## src/rtl/uart_msg_serializer_pkg.sv

```systemverilog
// Shared types and defaults for the UART message serializer: FSM encoding,
// default word width and default terminator value.
package uart_msg_serializer_pkg;

  localparam int         DEF_N         = 8;
  localparam logic [7:0] DEF_TERM_WORD = 8'h0A;

  typedef enum logic [2:0] {
    ST_IDLE      = 3'd0,
    ST_ISSUE     = 3'd1,
    ST_WAIT_ACK  = 3'd2,
    ST_WAIT_DONE = 3'd3,
    ST_DONE      = 3'd4
  } state_e;

endpackage

```

## src/rtl/uart_msg_serializer_shift_reg.sv

```systemverilog
// Message snapshot register: loads the whole message, shifts one word per step
// and presents the next word to send at its head, in the selected order.
module msg_shift_reg #(
  parameter int N         = 8,
  parameter int BYTES     = 2,
  parameter bit MSB_FIRST = 1'b1
) (
  input  logic               clk,
  input  logic               reset,
  input  logic               i_load,
  input  logic               i_shift,
  input  logic [N*BYTES-1:0] i_data,
  output logic [N-1:0]       o_head
);

  localparam int M = N * BYTES;

  logic [M-1:0] r_data;

  always_ff @(posedge clk or negedge reset) begin
    if (!reset) begin
      r_data <= '0;
    end else if (i_load) begin
      r_data <= i_data;
    end else if (i_shift) begin
      r_data <= MSB_FIRST ? (r_data << N) : (r_data >> N);
    end
  end

  generate
    if (MSB_FIRST) begin : g_msb
      assign o_head = r_data[M-1 -: N];
    end else begin : g_lsb
      assign o_head = r_data[N-1:0];
    end
  endgenerate

endmodule

```

## src/rtl/uart_msg_serializer.sv

```systemverilog
// Feeds a multi-word message to uart_tx one word per enable/busy handshake,
// optionally followed by a terminator word, with ready/done status.
module uart_msg_serializer
  import uart_msg_serializer_pkg::*;
#(
  parameter int           N         = DEF_N,
  parameter int           BYTES     = 2,
  parameter bit           MSB_FIRST = 1'b1,
  parameter bit           TERM_EN   = 1'b0,
  parameter logic [N-1:0] TERM_WORD = N'(DEF_TERM_WORD)
) (
  input  logic               clk,
  input  logic               reset,
  input  logic               start,
  input  logic [N*BYTES-1:0] data,
  input  logic               busy,
  output logic               enable,
  output logic [N-1:0]       bus,
  output logic               ready,
  output logic               done,
  output logic [2:0]         dbg_state
);

  localparam int            CW   = $clog2(BYTES + 2);
  localparam logic [CW-1:0] LAST = CW'(TERM_EN ? BYTES : BYTES - 1);
  localparam logic [CW-1:0] TCNT = CW'(BYTES);

  state_e        r_state, w_next;
  logic [CW-1:0] r_cnt;
  logic          r_enable, r_ready, r_done;
  logic [N-1:0]  r_bus;
  logic          w_load, w_shift, w_enable_d, w_ready_d, w_done_d;
  logic [N-1:0]  w_head, w_word, w_bus_d;

  msg_shift_reg #(
    .N        (N),
    .BYTES    (BYTES),
    .MSB_FIRST(MSB_FIRST)
  ) u_shift (
    .clk    (clk),
    .reset  (reset),
    .i_load (w_load),
    .i_shift(w_shift),
    .i_data (data),
    .o_head (w_head)
  );

  // Past the data words the counter selects the terminator.
  assign w_word = (TERM_EN && (r_cnt == TCNT)) ? TERM_WORD : w_head;

  always_ff @(posedge clk or negedge reset) begin
    if (!reset) begin
      r_state <= ST_IDLE;
    end else begin
      r_state <= w_next;
    end
  end

  always_comb begin
    w_next = r_state;
    case (r_state)
      ST_IDLE:      if (start) w_next = ST_ISSUE;
      ST_ISSUE:     if (!busy) w_next = ST_WAIT_ACK;
      ST_WAIT_ACK:  if (busy)  w_next = ST_WAIT_DONE;
      ST_WAIT_DONE: if (!busy) w_next = (r_cnt == LAST) ? ST_DONE : ST_ISSUE;
      ST_DONE:      w_next = ST_IDLE;
      default:      w_next = ST_IDLE;
    endcase
  end

  // Next values of the registered outputs; the bus holds its word until busy falls.
  always_comb begin
    w_load     = (r_state == ST_IDLE) && start;
    w_shift    = (r_state == ST_WAIT_DONE) && !busy;
    w_enable_d = (r_state == ST_ISSUE) && !busy;
    w_ready_d  = (w_next == ST_IDLE);
    w_done_d   = (r_state == ST_WAIT_DONE) && (w_next == ST_DONE);
    w_bus_d    = '0;
    if (w_enable_d) begin
      w_bus_d = w_word;
    end else if ((w_next == ST_WAIT_ACK) || (w_next == ST_WAIT_DONE)) begin
      w_bus_d = r_bus;
    end
  end

  always_ff @(posedge clk or negedge reset) begin
    if (!reset) begin
      r_enable <= 1'b0;
      r_bus    <= '0;
      r_ready  <= 1'b1;
      r_done   <= 1'b0;
      r_cnt    <= '0;
    end else begin
      r_enable <= w_enable_d;
      r_bus    <= w_bus_d;
      r_ready  <= w_ready_d;
      r_done   <= w_done_d;
      if (w_load) begin
        r_cnt <= '0;
      end else if (w_shift) begin
        r_cnt <= r_cnt + 1'b1;
      end
    end
  end

  assign enable    = r_enable;
  assign bus       = r_bus;
  assign ready     = r_ready;
  assign done      = r_done;
  assign dbg_state = r_state;

endmodule
```

## config.mk

```make
export PLATFORM = sky130hd
export DESIGN_NAME = uart_msg_serializer
export DESIGN_NICKNAME = d
export VERILOG_FILES = /design/src/rtl/uart_msg_serializer_pkg.sv /design/src/rtl/uart_msg_serializer_shift_reg.sv /design/src/rtl/uart_msg_serializer.sv
export SDC_FILE = /design/constraint.sdc
export NUM_CORES = 1
export LEC_CHECK = 0
export ABC_AREA = 1
export CORE_MARGIN = 1
export CORE_UTILIZATION = 40
export CTS_CLUSTER_SIZE = 25
export DETAILED_ROUTE_END_ITERATION = 16
export MAX_ROUTING_LAYER = met4
export PLACE_DENSITY = 0.66
export SETUP_SLACK_MARGIN = 0.5
export SYNTH_ARGS = -nofsm -noshare
export SYNTH_HDL_FRONTEND = slang
export SYNTH_SLANG_ARGS = --single-unit
```

## constraint.sdc

```tcl
create_clock -name clk -period 1.3 [get_ports clk]
set_input_delay 0.26 -clock clk [delete_from_list [all_inputs] [get_ports clk]]
set_output_delay 0.26 -clock clk [all_outputs]
set_load 0.01 [all_outputs]
```

After elaboration in Yosys (flattened, before gate mapping)
Cells that the tools add are included.

word-level totals
  bits of input ports = 20
  register bits after elaboration = 32
  word-level logic and storage cells = 37

cells by class
  $add $sub $neg = 1
  equal/unequal tests = 8
  reduce and logical (&&, ||, !) cells = 9
  muxes and demuxes = 12

operators with widths
  cell                                                  count
  two-way mux 16 bit                                    2
  two-way mux 8 bit                                     2
  two-way mux 3 bit                                     5
  equality test 3 x 2 -> 1 bit (second input constant)  4
  case mux 3 bit (4 select lines)                       1
  logical NOT 3 bit                                     2
  logical AND 1 bit                                     4
  two-way mux 2 bit                                     2
  equality test 3 x 1 -> 1 bit (second input constant)  1
  equality test 3 bit (second input constant)           1
  adder 2 x 1 -> 2 bit (second input constant)          1
  equality test 2 x 1 -> 1 bit (second input constant)  1
  inequality test 2 bit (second input constant)         1
  nonzero test 2 bit                                    1
  logical NOT 1 bit                                     1
  logical OR 1 bit                                      1

Depth between registers and ports, before layout
Gate-level depths: netlist of the first run.

  word-level depth = 8
  depth in mapped cells = 8
  mapped depth without buffers = 7

Modules after synthesis
From an unflattened synthesis of the first run, not the netlist that was laid out.

unflattened totals
  cells, all modules = 159
  area total of the unflattened synthesis = 1,453.9 µm²

modules (own cells, without submodules)
  module               cells an instance  times used  area an instance (µm²)
  msg_shift_reg        86                 1           763.2
  uart_msg_serializer  73                 1           690.7

Least setup slack after synthesis of the first run
No wires, ideal clock.

  path kind = reg-to-reg
  from = register r_state[2] (netlist: dbg_state[2])
  to = register u_shift.r_data[12]
  data required time = 1,179 ps
  slack = 97 ps
  data arrival time = 1,082 ps
  library setup time = 121 ps
  stages on the path, launching flop included = 8
  clock period less this slack = 1,203 ps
  cells stage by stage = dfrtp_1 -> nor2_1 -> nand2_2 -> nand2_4 -> inv_6 -> buf_12 -> nand2_2 -> nand3_2

between the ends
  longest elaborated chain between the ends = 3
  elaborated cells between the ends (all ways) = 6
  classes of those cells = eq/ne (1); mux (1); reduce/logical (4)

ends and longest elaborated chain
  item                                                                       line                                                  source
  start, declared                                                            uart_msg_serializer.sv:28                             state_e r_state, w_next;
  start signal, assigned                                                     uart_msg_serializer.sv:55                             r_state <= w_next;
  equality test 3 x 2 -> 1 bit or logical NOT 3 bit (tied branches)          uart_msg_serializer.sv:74, uart_msg_serializer.sv:73
  logical AND 1 bit, on equally long branches                                uart_msg_serializer.sv:74, uart_msg_serializer.sv:73
  nonzero test 2 bit (no source line) or two-way mux 16 bit (tied branches)  -
  end signal, assigned                                                       uart_msg_serializer_shift_reg.sv:24                   r_data <= i_data;
  end signal, assigned                                                       uart_msg_serializer_shift_reg.sv:26                   r_data <= MSB_FIRST ? (r_data << N) : (r_data >> N);
  end, declared                                                              uart_msg_serializer_shift_reg.sv:18                   logic [M-1:0] r_data;

Several ways; a longest one is shown, not always the timed one.
A chain may end at the register's enable or synchronous reset.

Worst setup path after layout of the first run
  from = register r_state[2] (netlist: dbg_state[2])
  to = register r_bus[0] (netlist: bus[0])

between the ends
  longest elaborated chain between the ends = 5
  elaborated cells between the ends (all ways) = 15
  classes of those cells = eq/ne (6); mux (6); reduce/logical (3)

ends and longest elaborated chain
  item                                                        line                       source
  equality test 3 x 2 -> 1 bit, or another cell as far along  uart_msg_serializer.sv:61  case (r_state)
  case mux 3 bit (4 select lines)                             uart_msg_serializer.sv:61
  equality test 3 x 2 -> 1 bit                                uart_msg_serializer.sv:81  end else if ((w_next == ST_WAIT_ACK) || (w_next == ST_WAIT_DONE)) begin
  logical OR 1 bit                                            uart_msg_serializer.sv:81
  inequality test 2 bit (no source line)                      -
  end signal, assigned                                        uart_msg_serializer.sv:95  r_bus <= w_bus_d;
  end, declared                                               uart_msg_serializer.sv:31  logic [N-1:0] r_bus;

Several ways; a longest one is shown, not always the timed one.

==> results of run 1 <==
[cell usage after synthesis, drive strengths merged]
library cell | n | area share [%]
nand2 | 77 | 24
dfrtp | 31 | 54
nand3 | 17 | 7.0
inv | 10 | 3.0
nor2 | 10 | 3.5
buf | 3 | 2.4
nor3 | 2 | 1.4
o21ai | 2 | 0.70
clkinv | 1 | 0.26
dfstp | 1 | 1.8
ha | 1 | 0.87
o22ai | 1 | 0.44
xor2 | 1 | 0.61
[critical path, stage by stage, from the launching register on]
cell	delay, ns
dfrtp_2	0.42
buf_6	0.14
nor2_4	0.17
buf_4	0.14
buf_6	0.08
buf_6	0.11
nand3_2	0.07
nand2_1	0.06
[kinds of logic (layout without fill, tap and decap cells)]
kind of cell               Yosys count  count (layout)  share of synthesized area (%)
adders and majority gates            1               1                          0.872
DFF                                 32              32                           55.9
and+or+nand+nor                    106             106                           35.8
buffers and inverters               14              80                           5.67
xor gates and xnor gates             1               1                          0.610
AOI/OAI and AO/OA                    3               3                           1.13
[routing by layer]
metal	part of all wire, %	vias up	GRT usage, %
met5	0	-	-
met3	3.4	8	6.63
met2	54	31	33.0
met4	2.1	0	9.21
li1	-	622	-
met1	41	587	24.3
[metrics by stage]
stage	instance area, um2	setup slack (ns)	utilization [%]
4_1_cts	2220	0.0780	65.5
3_5_place_dp	1890	-0.168	55.7
6_report	2290	0.0699	67.6
5_1_grt	2290	0.00253	67.6
3_3_place_gp	1890	-0.137	55.7
2_1_floorplan	1460	0.128	-
[state kept, by name, indices dropped and copies added, names as in the netlist]
name	cells
done	1
dbg_state	3
bus	8
u_shift.r_data	16
ready	1
enable	1
r_cnt	2
[worst max-delay path by stage]
stage	start	to
2_1_floorplan	dbg_state[2]$_DFF_PN0_	u_shift.r_data[12]$_DFFE_PN0P_
3_3_place_gp	busy	u_shift.r_data[15]$_DFFE_PN0P_
3_5_place_dp	busy	u_shift.r_data[15]$_DFFE_PN0P_
4_1_cts	ready$_DFF_PN1_	ready
5_1_grt	dbg_state[2]$_DFF_PN0_	u_shift.r_data[15]$_DFFE_PN0P_
6_report	dbg_state[2]$_DFF_PN0_	bus[0]$_DFFE_PN0P_
[what timing repair did]
action,4_1_cts,5_1_grt
setup endpoints to repair,46,46
setup buffers,13,5
cloned,3,0
resized for setup,113,9
pin swaps,13,4
[area by class of cell]
| type | count | share of cell area (%) |
|---|---|---|
| timing repair inverter | 2 | 0.874 |
| inverter | 11 | 2.79 |
| multi-input combinational | 111 | 31.3 |
| clock inverter | 3 | 1.86 |
| sequential | 32 | 35.1 |
| tap | 46 | 2.51 |
| clock buffer | 5 | 1.64 |
| timing repair buffer | 59 | 23.9 |
[power groups by stage]
stage | combinational (mW) | sequential [mW] | clock (mW)
2_1_floorplan | 1.04 | 1.68 | 0
3_3_place_gp | 1.60 | 1.65 | 0
3_5_place_dp | 1.63 | 1.67 | 0
4_1_cts | 2.30 | 1.63 | 0.766
5_1_grt | 2.69 | 1.70 | 0.807
6_report | 2.46 | 1.65 | 0.749
==> flow_summary.ini, run 1 <==
[worst_setup_path]
cp_data_arrival_time_ns = 1.51
cp.required_ns = 1.58
worstRegToRegCells = 7
r2r-start = dbg_state[2]$_DFF_PN0_
path_max_fanout = 7
critPathKind = reg -> reg
endpoint_kind = flip-flop
r2r_end = bus[0]$_DFFE_PN0P_
r2r_slack_ns = 0.07
worst_setup_path_start_kind = flip-flop

[sta]
finalHoldViolations = 0
max_freq_ghz = 0.813
slew_headroom_pct = 83.8
fin_crit_sh_pct = 94.6
fin_crit_ns = 1.23
rsz0062_at_grt = yes
skew_ns = 0.00790
holdWs_ns = 0.265
tightest_slew_ns = 0.243
finalSetupViolations = 0
fin_tns_setup_ns = 0
slew_viol_final = 0

[clocking]
clockBufferDepth = 2
cts_tree = done
root_buffer = clkbuf_4
clk_pin_slew_ns = 0.10
cts_max_level = 2
hold_buffers = 0
clock_latency_ns = 0.34
cts_buffers = 5
cts_sinks = 32

[pwr]
power_leakage_nw = 1.16
p_switching_mw = 1.91
power_density_mw_per_mm2 = 2120
internal_power_mw = 2.95
combPwrFrac_pct = 50.7
peakVddDrop_mv = 1.01
power_mw = 4.85
seqPwrFrac_pct = 33.9
clockPowerShare_pct = 15.4
switching_share_pct = 39.3

[synth]
syn_inst = 157
synth_cell_types = 21
netlist_area_mm2 = 0.00144
synth_nets = 178
synth_seq_cells = 32
yosys_warnings = 0
ys_seq_area_share_pct = 55.9
syn_avg_cell_area_um2 = 9.14

[routing]
via_count = 1248
vias_per_cell = 4.64
drt_iter0_markers = 27
routedWlPerCell_um = 13.0
firstDrtPassIters = 4
wl_um = 3500
ant_nets = 0
drc = 0

[final_layout]
fin_nets = 243
final-seq-area_um2 = 805
fillers = 264
most-common-layout-cells = 40 x nand2_1, 33 x nand2_2, 29 x dfrtp_1
area_growth_pct = 59.5
num_antenna_cells = 0
layout-drive-gt1-share_pct = 52.9
final_common_cell = nand2_1
multiInputGateArea_um2 = 716
final_cells = 269

[status]
status = finished, final reports clean

[placement]
routabilityCongestion = 0.787
place_inst = 240
hpwl_um = 2110
io_buffers = 33

[grt]
grt_usage_pct = 20.9
grt_overflow = 0
grt_pass1_vias = 1159
antenna_found_initial = 0
grt_start_max_net_pins = 20
grt_pass1_wl_um = 5380

[die]
die_x_um = 61.9
die_area_mm2 = 0.00383
core-area_mm2 = 0.00339
ios = 34
rows = 21
die_h_um = 61.9
initial_core_util_pct = 42.3

[worst_hold_path]
hold_class = in -> async

[flow_run]
maxCapViolCount = 0
Power figures use the tool's default switching activity.
==> inputs of run 2 (changes only) <==
--- a/config.mk
+++ b/config.mk
@@ -7,11 +7,10 @@
 export LEC_CHECK = 0
 export ABC_AREA = 1
 export CORE_MARGIN = 1
-export CORE_UTILIZATION = 40
+export CORE_UTILIZATION = 30
 export CTS_CLUSTER_SIZE = 25
 export DETAILED_ROUTE_END_ITERATION = 16
 export MAX_ROUTING_LAYER = met4
-export PLACE_DENSITY = 0.66
 export SETUP_SLACK_MARGIN = 0.5
 export SYNTH_ARGS = -nofsm -noshare
 export SYNTH_HDL_FRONTEND = slang
==> run 2 against run 1 <==
The run now ends with design-rule violations left. Combinational power up 7%. Final cell count increased by 3.0%. Global-route usage decreased by 5.0 points. Critical path type unchanged. Highest routed layer unchanged.
==> flow_summary.ini, run 2 (synthesis gave the netlist of run 1 again) <==
[grt]
grt_usage_pct = 15.9
grt_overflow = 0
grt_start_max_net_pins = 28
grt_pass1_vias = 1232
antenna_found_initial = 0
grt_pass1_wl_um = 5830

[final_layout]
most-common-layout-cells = 36 x nand2_2, 29 x dfrtp_1, 26 x nand2_1
area_growth_pct = 70.3
final_common_cell = nand2_2
largest_reg_flops = 16
layout-drive-gt1-share_pct = 59.6
num_antenna_cells = 0
fin_nets = 246
final_cells = 277
fin_util_pct = 54.6
max_flop_register = u_shift.r_data
stdcell_area_mm2 = 0.00244

[flow_run]
maxCapViolCount = 0

[placement]
dp_slack_ns = -0.188
hpwl_um = 2150
routabilityCongestion = 0.795
place_inst = 247
io_buffers = 33
placed_area_mm2 = 0.00192

[pwr]
power_mw = 5.03
internal_power_mw = 3.02
seqPwrFrac_pct = 33.8
p_switching_mw = 2.01
power_density_mw_per_mm2 = 2060
peakVddDrop_mv = 0.652
switching_share_pct = 40.0
combPwrFrac_pct = 52.0
power_leakage_nw = 1.27
clockPowerShare_pct = 14.2

[sta]
slew_viol_final = 0
finalHoldViolations = 0
skew_ns = 0.00633
fin_tns_setup_ns = 0
rsz0062_at_grt = yes
finalSetupViolations = 0
max_freq_ghz = 0.819
fin_crit_sh_pct = 93.9
tightest_slew_ns = 0.342
slew_headroom_pct = 77.1
holdWs_ns = 0.247
worst_slack_ns = 0.0791
fin_crit_ns = 1.22

[worst_setup_path]
crit_family = buffers and inverters
path_max_fanout = 8
path_buf_inv = 3
r2r_end = u_shift.r_data[11]$_DFFE_PN0P_
cp_num_cells = 7
r2r_slack_ns = 0.08
cp_data_arrival_time_ns = 1.44
worst_setup_path_start_kind = flip-flop
crit_path_max_incr_delay_ns = 0.39
cp.required_ns = 1.52
crit_start = dbg_state[1]$_DFF_PN0_
worstRegToRegCells = 7
crit_slowest_cell = dfrtp_1
endpoint_kind = flip-flop
timing.critical_path.to = u_shift.r_data[11]$_DFFE_PN0P_
r2r-start = dbg_state[1]$_DFF_PN0_
worstPathCellList = buf_6, inv_6, nand2_4, nor2_4, clkbuf_16, nand2_2, nand3_1
critPathKind = reg -> reg

[clocking]
cts_max_level = 2
hold_buffers = 0
clk_pin_slew_ns = 0.07
cts_buffers = 5
clock_latency_ns = 0.28
clockBufferDepth = 2
root_buffer = clkbuf_8
cts_sinks = 32
cts_tree = done

[routing]
vias_per_cell = 4.46
wl_um = 3660
routedWlPerCell_um = 13.2
via_count = 1236
ant_nets = 0
drc = 1
firstDrtPassIters = 10
drt_iter0_markers = 49

[worst_hold_path]
hold_class = in -> async

[die]
ios = 34
rows = 24
initial_core_util_pct = 32.1
die_h_um = 71.2
die_area_mm2 = 0.00506
die_x_um = 71.2
core-area_mm2 = 0.00447

[status]
violations = design-rule violations
status = finished, violations left
## run 2: cell types whose count changed in the layout (fill, tap and decap cells not counted), moves of 2 or more
cell      change
buf_6         -3
nand2_2       +3
inv_2         -2
nand2_4      +11
nand2_1      -14
clkbuf_8      +5
inv_8         -2
clkbuf_4      -5
nor2_1        -2
buf_4         +2
inv_4         +2
buf_12        +2
## run 2: repair_timing
| action | 4_1_cts | 5_1_grt |
|---|---|---|
| setup buffers | 15 | 5 |
| endpoints found under the hold margin | 0 | 0 |
| setup endpoints to repair | 46 | 46 |
| cloned | 2 | 1 |
| pin swaps | 13 | 18 |
| resized for setup | 109 | 39 |
## run 2: layout make-up
cell class,instances,area [um2]
well taps,52,65.1
inverters,11,68.8
multi-input cells,111,798
clock inverters,1,5.00
fillers,407,2030
clock buffers,6,72.6
flip-flops and latches,32,805
repair inverters,2,17.5
repair buffers,62,612
## run 2: power groups by stage
stage	Sequential [mW]	Combinational, mW	Clock, mW
after floorplan	1.68	1.04	0
after global placement	1.66	1.63	0
after detailed placement	1.67	1.67	0
after CTS	1.67	2.18	0.720
after global routing	1.75	2.84	0.762
final	1.70	2.62	0.713
## run 2: worst register-to-register path: cells and delay by family, from the launching register on
family	cells	cell delay (ns)
flip-flops	1	0.39
AND/OR/NAND/NOR	4	0.35
buffers and inverters	3	0.43
## run 2: worst min-delay path by stage
stage,from,to,slack [ns],cells past startpoint
final,reset,done$_DFF_PN0_,0.25,1
after global placement,u_shift.r_data[8]$_DFFE_PN0P_,bus[0]$_DFFE_PN0P_,0.46,2
after detailed placement,u_shift.r_data[8]$_DFFE_PN0P_,bus[0]$_DFFE_PN0P_,0.46,2
after floorplan,reset,bus[0]$_DFFE_PN0P_,-0.04,0
after global routing,reset,done$_DFF_PN0_,0.26,1
after CTS,reset,done$_DFF_PN0_,0.25,1
## run 2: per-layer routing
| layer | vias to the layer above | track usage (%) | routed length, um |
|---|---|---|---|
| met5 | - | - | 0 |
| met4 | 0 | 6.00 | 70 |
| met3 | 7 | 4.27 | 111 |
| met2 | 25 | 25.7 | 1870 |
| met1 | 577 | 19.0 | 1610 |
| li1 | 627 | - | - |
==> inputs of run 3 (changes only) <==
--- a/config.mk
+++ b/config.mk
@@ -11,7 +11,9 @@
 export CTS_CLUSTER_SIZE = 25
 export DETAILED_ROUTE_END_ITERATION = 16
 export MAX_ROUTING_LAYER = met4
+export PLACE_DENSITY = 0.61
 export SETUP_SLACK_MARGIN = 0.5
 export SYNTH_ARGS = -nofsm -noshare
 export SYNTH_HDL_FRONTEND = slang
 export SYNTH_SLANG_ARGS = --single-unit
+export TNS_END_PERCENT = 50
==> run 3 against run 2 <==
The flow now finishes without violations. Clock power rose by 33%. Non-clock buffer count is 7 lower. Largest power group unchanged. Hold slack got worse by 0.011 ns.
==> flow_summary.ini, run 3 (synthesis gave the netlist of run 1 again) <==
[grt]
antenna_found_initial = 0
grt_start_max_net_pins = 29
grt_overflow = 0
grt_pass1_vias = 1252
grt_pass1_wl_um = 5580
grt_usage_pct = 14.5

[worst_setup_path]
endpoint_kind = flip-flop
worst_setup_path_start_kind = flip-flop
cp.required_ns = 1.53
critPathKind = reg -> reg
cp_data_arrival_time_ns = 1.46
path_max_fanout = 8

[sta]
tightest_slew_ns = 0.311
skew_ns = 0.00784
finalSetupViolations = 0
slew_headroom_pct = 79.2
holdWs_ns = 0.236
worst_slack_ns = 0.0675
max_freq_ghz = 0.811
fin_crit_ns = 1.23
finalHoldViolations = 0
rsz0062_at_grt = yes
slew_viol_final = 0
fin_crit_sh_pct = 94.8
fin_tns_setup_ns = 0

[final_layout]
fin_util_pct = 48.7
final-seq-area_um2 = 805
stdcell_area_mm2 = 0.00218
final_common_cell = nand2_1
multiInputGateArea_um2 = 634
layout-drive-gt1-share_pct = 43.6
final_cells = 270
area_growth_pct = 51.7
fin_nets = 238
num_antenna_cells = 0
largest_reg_flops = 16
max_flop_register = u_shift.r_data
fillers = 433
most-common-layout-cells = 47 x nand2_1, 29 x dfrtp_1, 25 x nand2_2

[die]
die_area_mm2 = 0.00506
die_x_um = 71.2
rows = 24
ios = 34
die_h_um = 71.2
core-area_mm2 = 0.00447
initial_core_util_pct = 32.1

[placement]
dp_slack_ns = -0.154
placed_area_mm2 = 0.00188
io_buffers = 33
routabilityCongestion = 0.787
place_inst = 246
hpwl_um = 2140

[routing]
drt_iter0_markers = 34
vias_per_cell = 4.46
firstDrtPassIters = 7
via_count = 1204
drc = 0
ant_nets = 0
wl_um = 3390
routedWlPerCell_um = 12.6

[pwr]
power_leakage_nw = 1.15
seqPwrFrac_pct = 35.3
p_switching_mw = 1.73
power_density_mw_per_mm2 = 2110
peakVddDrop_mv = 0.588
combPwrFrac_pct = 44.0
switching_share_pct = 37.7
internal_power_mw = 2.86
clockPowerShare_pct = 20.7
power_mw = 4.59

[status]
status = finished, final reports clean

[clocking]
clock_latency_ns = 0.28
cts_sinks = 32
cts_tree = done
cts_max_level = 2
clockBufferDepth = 2
clk_pin_slew_ns = 0.07
hold_buffers = 0
cts_buffers = 5
root_buffer = clkbuf_8

[flow_run]
maxCapViolCount = 0

[worst_hold_path]
hold_class = in -> async
run 3: metal layers:
layer / global-route usage (%) / vias up / wire length (um)
li1: - / 606 / -
met5: - / - / 0
met1: 18.7 / 567 / 1550
met4: 6.89 / 0 / 51
met3: 2.14 / 7 / 94
met2: 22.5 / 24 / 1690
run 3: worst max-delay path, stage by stage (launching register included):
cell	delay (ns)
dfrtp_2	0.42
buf_6	0.15
inv_4	0.07
nand2_4	0.04
nor2_4	0.19
clkbuf_16	0.19
nand2_1	0.06
nand2_2	0.06
run 3: power groups by stage:
stage	clock [mW]	combinational, mW	sequential (mW)
CTS	0.955	1.75	1.61
finish	0.949	2.02	1.62
floorplan	0	1.02	1.68
detailed placement	0	1.60	1.67
global route	0.997	2.24	1.67
global placement	0	1.56	1.66
run 3: final cells by class:
type                            count  area share (%)
Sequential cell                    32            37.0
Multi-Input combinational cell    111            29.1
Timing Repair Buffer               55            22.7
Clock buffer                        5            3.16
Tap cell                           52            2.99
Inverter                           11            2.82
Clock inverter                      3            1.95
Timing Repair inverter              1           0.287
run 3: path summary, 6_finish.rpt:
| path | cells after the start | endpoint | startpoint | slack, ns |
|---|---|---|---|---|
| worst min register to register | 2 | u_shift.r_data[6]$_DFFE_PN0P_ | u_shift.r_data[6]$_DFFE_PN0P_ | 0.49 |
| min in group clk | 4 | r_cnt[1]$_DFFE_PN0P_ | busy | 0.47 |
| worst max register to register | 7 | u_shift.r_data[3]$_DFFE_PN0P_ | dbg_state[2]$_DFF_PN0_ | 0.07 |
| worst max-delay path | 7 | u_shift.r_data[3]$_DFFE_PN0P_ | dbg_state[2]$_DFF_PN0_ | 0.07 |
| max in group asynchronous | 2 | bus[7]$_DFFE_PN0P_ | reset | 0.62 |
| worst min-delay path | 1 | dbg_state[1]$_DFF_PN0_ | reset | 0.24 |
run 3: what timing repair did:
item	in CTS	in global routing
buffers inserted	12	2
setup endpoints to repair	46	46
gates cloned	1	1
resized for setup	63	29
pin swaps	2	7
